**src/rtl/seg_display_pkg.sv**
```systemverilog
`default_nettype none
// ============================================================================
// Module   : seg_display_pkg
// Brief    : Shared constants, state encoding and helpers for the BCD
//            scan display (segment patterns, digit counts, dabble step).
// Revision : 1.0 - initial release
// ============================================================================
package seg_display_pkg;

  localparam int BCD_DIGITS  = 5;
  localparam int DISP_DIGITS = 4;

  typedef enum logic [0:0] {
    ST_IDLE = 1'b0,
    ST_CONV = 1'b1
  } state_t;

  // Active-high segments, bit0 = a ... bit6 = g
  localparam logic [6:0] SEG_BLANK = 7'b0000000;
  localparam logic [6:0] SEG_0     = 7'b0111111;
  localparam logic [6:0] SEG_1     = 7'b0000110;
  localparam logic [6:0] SEG_2     = 7'b1011011;
  localparam logic [6:0] SEG_3     = 7'b1001111;
  localparam logic [6:0] SEG_4     = 7'b1100110;
  localparam logic [6:0] SEG_5     = 7'b1101101;
  localparam logic [6:0] SEG_6     = 7'b1111101;
  localparam logic [6:0] SEG_7     = 7'b0000111;
  localparam logic [6:0] SEG_8     = 7'b1111111;
  localparam logic [6:0] SEG_9     = 7'b1101111;
  localparam logic [6:0] SEG_A     = 7'b1110111;
  localparam logic [6:0] SEG_B     = 7'b1111100;
  localparam logic [6:0] SEG_C     = 7'b0111001;
  localparam logic [6:0] SEG_D     = 7'b1011110;
  localparam logic [6:0] SEG_E     = 7'b1111001;
  localparam logic [6:0] SEG_F     = 7'b1110001;

  // One double-dabble iteration: add 3 to every nibble >= 5, then shift the
  // next binary bit in. The top adjusted bit cannot be set for 16-bit input,
  // so it is dropped by the truncating cast.
  function automatic logic [19:0] dabble_step(input logic [19:0] bcd,
                                              input logic        msb);
    logic [19:0] a;
    a = bcd;
    for (int i = 0; i < BCD_DIGITS; i++) begin
      if (a[4*i +: 4] >= 4'd5) a[4*i +: 4] = a[4*i +: 4] + 4'd3;
    end
    return 20'({a, msb});
  endfunction

  // Leading-zero mask: digit 3 downward until the first nonzero digit.
  // Digit 0 is always shown.
  function automatic logic [3:0] lead_zero_mask(input logic [15:0] v);
    logic [3:0] m;
    m[3] = (v[15:12] == 4'd0);
    m[2] = m[3] && (v[11:8] == 4'd0);
    m[1] = m[2] && (v[7:4] == 4'd0);
    m[0] = 1'b0;
    return m;
  endfunction

endpackage
`default_nettype wire

```
**src/rtl/seg7_decode.sv**
```systemverilog
`default_nettype none
// ============================================================================
// Module   : seg7_decode
// Brief    : Combinational 4-bit nibble to 7-segment (active-high) decoder.
// Revision : 1.0 - initial release
// ============================================================================
module seg7_decode
  import seg_display_pkg::*;
(
  input  logic [3:0] nib,
  output logic [6:0] seg
);

  // Standard hex glyph table; anything unexpected shows blank
  always_comb begin
    seg = SEG_BLANK;
    case (nib)
      4'h0: seg = SEG_0;
      4'h1: seg = SEG_1;
      4'h2: seg = SEG_2;
      4'h3: seg = SEG_3;
      4'h4: seg = SEG_4;
      4'h5: seg = SEG_5;
      4'h6: seg = SEG_6;
      4'h7: seg = SEG_7;
      4'h8: seg = SEG_8;
      4'h9: seg = SEG_9;
      4'hA: seg = SEG_A;
      4'hB: seg = SEG_B;
      4'hC: seg = SEG_C;
      4'hD: seg = SEG_D;
      4'hE: seg = SEG_E;
      4'hF: seg = SEG_F;
      default: seg = SEG_BLANK;
    endcase
  end

endmodule
`default_nettype wire

```
**src/rtl/seg_bcd_scan_display.sv**
```systemverilog
`default_nettype none
// ============================================================================
// Module   : seg_bcd_scan_display
// Brief    : Captures a 16-bit value via valid/ready, converts it to BCD with
//            a one-bit-per-clock double dabble and scans it onto a 4-digit
//            multiplexed 7-segment display.
//            Optional macro SEG_LEADING_ZERO_BLANK_EN blanks leading zeros.
// Revision : 1.0 - initial release
// ============================================================================
module seg_bcd_scan_display
  import seg_display_pkg::*;
#(
  parameter int SCAN_DIV = 50000,
  parameter bit HEX_MODE = 1'b0
) (
  input  logic        clk,
  input  logic        rst,
  input  logic        in_valid,
  input  logic [15:0] in_data,
  output logic        in_ready,
  output logic        busy,
  output logic        upd_pulse,
  output logic        ovf,
  output logic [3:0]  dig_en,
  output logic [6:0]  seg
);

  localparam logic [19:0] PRE_LAST = 20'(SCAN_DIV - 1);

  state_t      state_q,  state_d;
  logic [15:0] bin_q,    bin_d;
  logic [19:0] bcd_q,    bcd_d;
  logic [4:0]  count_q,  count_d;
  logic [15:0] disp_q,   disp_d;
  logic        ovf_q,    ovf_d;
  logic        upd_q,    upd_d;
  logic [19:0] pre_q,    pre_d;
  logic [1:0]  idx_q,    idx_d;
  logic [3:0]  dig_en_q, dig_en_d;
  logic [6:0]  seg_q,    seg_d;

  logic [19:0] bcd_next;
  logic [3:0]  nib_mux;
  logic [6:0]  seg_dec;
  logic [3:0]  disp_blank;

  assign bcd_next = dabble_step(bcd_q, bin_q[15]);

  // Capture / conversion FSM; the display register only moves on commit
  always_comb begin
    state_d = state_q;
    bin_d   = bin_q;
    bcd_d   = bcd_q;
    count_d = count_q;
    disp_d  = disp_q;
    ovf_d   = ovf_q;
    upd_d   = 1'b0;
    case (state_q)
      ST_IDLE: begin
        if (in_valid) begin
          if (HEX_MODE) begin
            disp_d = in_data;
            ovf_d  = 1'b0;
            upd_d  = 1'b1;
          end else begin
            bin_d   = in_data;
            bcd_d   = '0;
            count_d = 5'd16;
            state_d = ST_CONV;
          end
        end
      end
      ST_CONV: begin
        bcd_d   = bcd_next;
        bin_d   = {bin_q[14:0], 1'b0};
        count_d = count_q - 5'd1;
        if (count_q == 5'd1) begin
          disp_d  = bcd_next[15:0];
          ovf_d   = (bcd_next[19:16] != 4'd0);
          upd_d   = 1'b1;
          state_d = ST_IDLE;
        end
      end
      default: state_d = ST_IDLE;
    endcase
  end

`ifdef SEG_LEADING_ZERO_BLANK_EN
  assign disp_blank = lead_zero_mask(disp_d);
`else
  assign disp_blank = 4'b0000;
`endif

  // Free-running digit scan; outputs are built from next-state values so
  // seg and dig_en register on the same edge as the index/display change
  always_comb begin
    pre_d = pre_q + 20'd1;
    idx_d = idx_q;
    if (pre_q == PRE_LAST) begin
      pre_d = '0;
      idx_d = idx_q + 2'd1;
    end
    nib_mux  = disp_d[{idx_d, 2'b00} +: 4];
    dig_en_d = disp_blank[idx_d] ? 4'b0000   : (4'b0001 << idx_d);
    seg_d    = disp_blank[idx_d] ? SEG_BLANK : seg_dec;
  end

  seg7_decode u_seg7_decode (
    .nib (nib_mux),
    .seg (seg_dec)
  );

  // State registers with asynchronous reset to the "0000" display
  always_ff @(posedge clk or posedge rst) begin
    if (rst) begin
      state_q  <= ST_IDLE;
      bin_q    <= '0;
      bcd_q    <= '0;
      count_q  <= '0;
      disp_q   <= '0;
      ovf_q    <= 1'b0;
      upd_q    <= 1'b0;
      pre_q    <= '0;
      idx_q    <= '0;
      dig_en_q <= 4'b0001;
      seg_q    <= SEG_0;
    end else begin
      state_q  <= state_d;
      bin_q    <= bin_d;
      bcd_q    <= bcd_d;
      count_q  <= count_d;
      disp_q   <= disp_d;
      ovf_q    <= ovf_d;
      upd_q    <= upd_d;
      pre_q    <= pre_d;
      idx_q    <= idx_d;
      dig_en_q <= dig_en_d;
      seg_q    <= seg_d;
    end
  end

  assign in_ready  = (state_q == ST_IDLE);
  assign busy      = (state_q == ST_CONV);
  assign upd_pulse = upd_q;
  assign ovf       = ovf_q;
  assign dig_en    = dig_en_q;
  assign seg       = seg_q;

endmodule
`default_nettype wire
```
**config.mk**
```make
export PLATFORM = sky130hd
export DESIGN_NAME = seg_bcd_scan_display
export DESIGN_NICKNAME = d
export VERILOG_FILES = /design/src/rtl/seg_display_pkg.sv /design/src/rtl/seg7_decode.sv /design/src/rtl/seg_bcd_scan_display.sv
export SDC_FILE = /design/constraint.sdc
export NUM_CORES = 1
export LEC_CHECK = 0
export CELL_PAD_IN_SITES_DETAIL_PLACEMENT = 1
export CELL_PAD_IN_SITES_GLOBAL_PLACEMENT = 1
export CORE_AREA = 2 2 110 112
export CTS_BUF_LIST = sky130_fd_sc_hd__clkbuf_4 sky130_fd_sc_hd__clkbuf_8
export CTS_CLUSTER_DIAMETER = 150
export DETAILED_ROUTE_END_ITERATION = 7
export DIE_AREA = 0 0 112 114
export GPL_TIMING_DRIVEN = 0
export PLACE_DENSITY = 0.83
export SKIP_CTS_REPAIR_TIMING = 1
export SYNTH_ARGS = -nofsm -noshare
export SYNTH_HDL_FRONTEND = slang
export SYNTH_SLANG_ARGS = --single-unit
```
**constraint.sdc**
```tcl
create_clock -name clk -period 2.8 [get_ports clk]
set_input_delay 0.28 -clock clk [delete_from_list [all_inputs] [get_ports clk]]
set_output_delay 0.28 -clock clk [all_outputs]
set_load 0.01 [all_outputs]
```
Word level (Yosys, flattened, before mapping)
Memory sizes are Yosys's and may differ from the RTL's. A register that Yosys moved wholly into a read port is not among the register bits. Index checks and enable logic that the tools add are counted.

Shift-type cells: 2. Bitwise operators: 1. Magnitude comparators: 6. Add/subtract/negate cells: 8. Muxes and demuxes: 23. Reductions and logical operators: 2. Eq/ne operators: 3.

Operator list (count): $mux 16 (3); $mux 20 (2); $pmux 20 s2 (1); $pmux 16 s2 (1); $add 20x1->20 const B (1); $eq 20x16->1 const B (1); $ge 4x3->1 const B (5); $mux 4 (5); $add 4x2->4 const B (4); $shiftx 16x5->4 (1); $pmux 5 s2 (1); $eq 5x1->1 const B (1); $mux 1 (5); $mux 5 (1); $sub 5x1->5 const B (1); $reduce_bool 4->1 (1); $shl 1x2->4 const A (1); $add 3x2->3 const B (1); $lt 2x3->1 const B (1); $mux 3 (1); $add 2x1->2 const B (1); $bmux 1 s2 (1); $mux 2 (1); $ne 2x2->1 const B (1); 3 further kinds (3).

ROM bits: 112. Memories kept: 1. Register bits: 86.

Memories: (no name shown) (depth 16, bits a word 7, read ports 1, clocked after memory_dff 1, wr ports 0, RTL line seg7_decode.sv:17) `case (nib)`.

Logic depth before layout (Yosys ltp)
Word-level depth: 5. Depth in mapped cells: 15.

Hierarchy
Synthesis repeated with hierarchy kept, for this count alone.

Cell total of the unflattened synthesis: 481. Area total of the unflattened synthesis: 4790.8 sq um.

By module, submodules not included: seg_bcd_scan_display (area an instance 4503.1 sq um, sequential area each 2336.0 sq um, times used 1, cells an instance 448); seg7_decode (area an instance 287.8 sq um, sequential area each 0.0 sq um, times used 1, cells an instance 33).

Worst setup path after synthesis
Ideal clock, no wire load.

Path kind: register -> register. From: register count_q[3]. To: register seg_q[0], in the netlist seg[0]. Setup time: 0.081 ns. Stages on the path, launching flop included: 12. Required time: 2.719 ns. Clock period less this slack: 2.991 ns. Slack: -0.191 ns. Arrival: 2.910 ns. Cell sequence: dfrtp_1 > nor4b_2 > nand2_1 > inv_2 > buf_1 > mux2_2 > o21bai_1 > nand3_1 > inv_1 > ha_1 > or4_1 > o211ai_1.

Word-level cells in the longest chain between the ends: 4.

RTL lines: from (decl) (RTL line seg_bcd_scan_display.sv:33) `logic [4:0] count_q, count_d;`; from (signal assigned) (RTL line seg_bcd_scan_display.sv:131) `count_q <= count_d;`; $eq 5x1->1 (RTL line seg_bcd_scan_display.sv:77) `if (count_q == 5'd1) begin`; $mux 16 (RTL line seg_bcd_scan_display.sv:77); $mux 16 (RTL line seg_bcd_scan_display.sv:58) `case (state_q)`; via disp_d[1] (RTL line seg_bcd_scan_display.sv:34) `logic [15:0] disp_q, disp_d;`; $shiftx 16x5->4 (RTL line seg_bcd_scan_display.sv:103) `nib_mux = disp_d[{idx_d, 2'b00} +: 4];`; to (decl) (RTL line seg_bcd_scan_display.sv:40) `logic [6:0] seg_q, seg_d;`.

The timed path passes the listed nets, and every way through them passes these cells. A chain may end at the register's enable or synchronous reset.

Worst setup path in the final report
From: register count_q[2]. To: register seg_q[0], in the netlist seg[0].

The elaborated chain is that of the path after synthesis.

==> results.toml <==
[status]
outcome = "finished, violations left"
violations = "negative setup slack"

[pwr]
pwr-share-comb = 0.484
powerDensity_mw_per_mm2 = 954.4
pwr-share-clk = 0.154
p_total_uw = 5879
switching_power_uw = 2462
seq_power_share = 0.362
intPower_uw = 3417
leakage_uw = 0.002724
peakVddDrop_mv = 0.3820
netSwitchingFraction = 0.4188

[yosys]
synth_largest_area_cell = "dfrtp_1"
synthAdderAreaFrac = 0.05085
synth_top_family_by_area = "simple AND/OR/NAND/NOR gates"
synth.avg_cell_area_um2 = 9.783
postSynthCellCount = 503
synth_compound_area_frac = 0.1607
synth_cell_types = 64
yosys-top-cells-area = "dfrtp_1, nand2_1, ha_1, o21ai_0, mux2i_1"
ys.flop_type = "dfrtp_1"
syn_area_mm2 = 0.004921
ys_async_sr_fraction = 1.000
synth_mux_area_frac = 0.06128
synth_nets = 542
ys_top_cells_by_count = "dfrtp_1, nand2_1, o21ai_0"
synth_most_common_cell = "dfrtp_1"
synth_xor_xnor_area_share = 0.04450
synth_edf_count = 0
synth-seq-cells = 93
ys_seq_area_frac = 0.4747
yosys_warnings = 0
synthSimpleGateAreaFrac = 0.1739
synth_top_area_frac = 0.4373

[cts]
clock-root-buffer = "clkbuf_8"
cts_htree_levels = 3
ctsLongestPathBuffers = 2
path_clk_slew_ns = 0.09
cts_num_sinks = 93
numCtsBuffers = 9
cts_tree = "yes"
clk_latency_ns = 0.38

[cells_and_area]
multi_input_area_mm2 = 0.002659
area_growth_pct = 25.17
fin_area_mm2 = 0.006160
nNetsFinal = 615
seq_area_mm2 = 0.002340
drive_gt1_frac = 0.2014
fin_cells = 728
diodes = 0
final_core_util = 0.5260
fill_cells = 1339

[min_path]
hold_class = "in -> async"

[timing]
relSlewSlack = 0.5121
finalSetupViolations = 7
rsz0062_at_grt = "yes"
fmax_ghz = 0.3305
tightest_slew_ns = 0.7319
drv_slew = 0
hold_viol = 0
setup_slack_ns = -0.2254
clock_skew_ns = 0.007041
post-route-period-util = 1.081
period_minus_slack_ns = 3.025

[placed_design]
dp_slack_ns = -0.5077
placed_cell_area_mm2 = 0.005512
dpl.cell_count = 683
gp_congestion = 0.8613
io_buffers = 32
dp_hpwl_um = 8890

[routing]
routed_wl_um = 14800
drc = 0
met2_length_um = 8002
wirelength_met1_um = 5903
drt_pre_antenna_iters = 4
vias = 4151
wl_met3_um = 571
ant_nets = 0
top_layer_used = "met4"
dr.first_iter.drc_count = 176
vias_per_cell = 5.702
wl_per_cell_um = 20.33

[critical_path]
cp.arrival_ns = 3.33
path_class = "reg -> reg"
worstSetupStartpointType = "register"
reg2regPathDepth = 11
cp_slowest_cell = "nor4b_4"
worstPathRequired_ns = 3.10
slowest_delay_ns = 0.46
critPathMaxFanout = 10
rrSetupSlack_ns = -0.23
path_cells = "nor4b_4 > nand2_2 > clkinv_4 > buf_6 > a31oi_1 > mux2_2 > a21oi_1 > nor2_4 > ha_4 > or4_1 > o211ai_1"
cp-end-kind = "register"

[run]
maxCapViolCount = 0

[global_routing]
grt.total_usage = 0.2049
grt_pass1_vias = 4263
antenna_found_initial = 0
grt_first_pass_wirelength_um = 21050
grt_overflow_total = 0
grt_max_degree = 55

[die]
die_w_um = 112
design.core.area_mm2 = 0.01171
start_util = 0.4202
die_y_um = 114
io_pins = 34
dieArea_mm2 = 0.01277
num_rows = 40
## per-stage QoR
| stage | setup TNS [ns] | hold slack (ns) |
|---|---|---|
| finish | -1.180 | 0.2930 |
| global placement | -118.65 | 0.4390 |
| floorplan | -0.0006299 | 0.4233 |
| global route | -2.044 | 0.3254 |
| detailed placement | -2.685 | 0.4514 |
| CTS | -3.284 | 0.3115 |
## metal layers
metal	up-vias	GRT usage
met5	-	0
met3	26	0.04091
met4	0	0.07398
met2	97	0.3556
met1	2115	0.2557
li1	1913	-
## area by class of cell
| type | count | share of cell area |
|---|---|---|
| Timing Repair Buffer | 62 | 0.09445 |
| Multi-Input combinational cell | 366 | 0.4316 |
| Sequential cell | 93 | 0.3798 |
| Inverter | 23 | 0.01625 |
| Buffer | 21 | 0.01767 |
| Clock inverter | 1 | 0.0008125 |
| Clock buffer | 15 | 0.02945 |
| Tap cell | 147 | 0.02986 |
## critical path: cells and delay by family (launching register included)
family	cells	cell delay [ns]
buffers and inverters	2	0.27
AO/OA/AOI/OAI	3	0.57
flip-flops	1	0.44
multiplexers	1	0.30
AND/OR/NAND/NOR	4	1.18
adder cells (fa/ha/maj)	1	0.19
## registers in the layout (all words and copies together) (netlist names)
register / count
upd_pulse: 1
dig_en: 4
ovf: 1
disp_q: 16
seg: 7
idx_q: 2
bcd_q: 20
pre_q: 20
busy: 1
bin_q: 16
count_q: 5
## layout by cell type (no fill, tap or decap), types with 4 or more instances in the layout
cell type / instances
and3_1: 5
clkbuf_8: 11
nand2_1: 72
and2_1: 6
a21o_1: 5
buf_1: 4
a31oi_1: 4
dfrtp_1: 83
nand2b_1: 9
o31ai_1: 5
xnor2_1: 17
buf_4: 28
o22ai_1: 5
nor3_1: 5
mux2i_1: 20
o21ai_0: 39
clkbuf_4: 5
mux2_2: 6
nor2b_1: 5
xor2_1: 8
ha_1: 18
clkdlybuf4s50_1: 32
a21oi_1: 22
inv_1: 17
clkbuf_1: 10
nand3_1: 13
dfstp_2: 7
nor2_1: 24
## logic make-up after synthesis
family                   Yosys count
adder cells (fa/ha/maj)           20
multiplexers                      28
XOR/XNOR                          25
flip-flops                        93
AO/OA/AOI/OAI                    120
buffers and inverters             44
AND/OR/NAND/NOR                  173
## path summary, 6_finish.rpt
kind                                   to        from
min in group clk                bin_q[12]    in_valid
worst max-delay path               seg[0]  count_q[2]
worst min register to register   pre_q[0]    pre_q[0]
worst min-delay path             bin_q[7]         rst
worst max register to register     seg[0]  count_q[2]
max in group asynchronous          seg[2]         rst
## power by group through the flow
stage                     registers, uW  clock network [uW]  logic, uW
after CTS                          2110                 907       2470
after floorplan                    2060                   0       1740
after detailed placement           2130                   0       2430
final                              2130                 907       2850
after global placement             2100                   0       2270
after global routing               2180                 983       3130
Power figures use the tool's default switching activity.
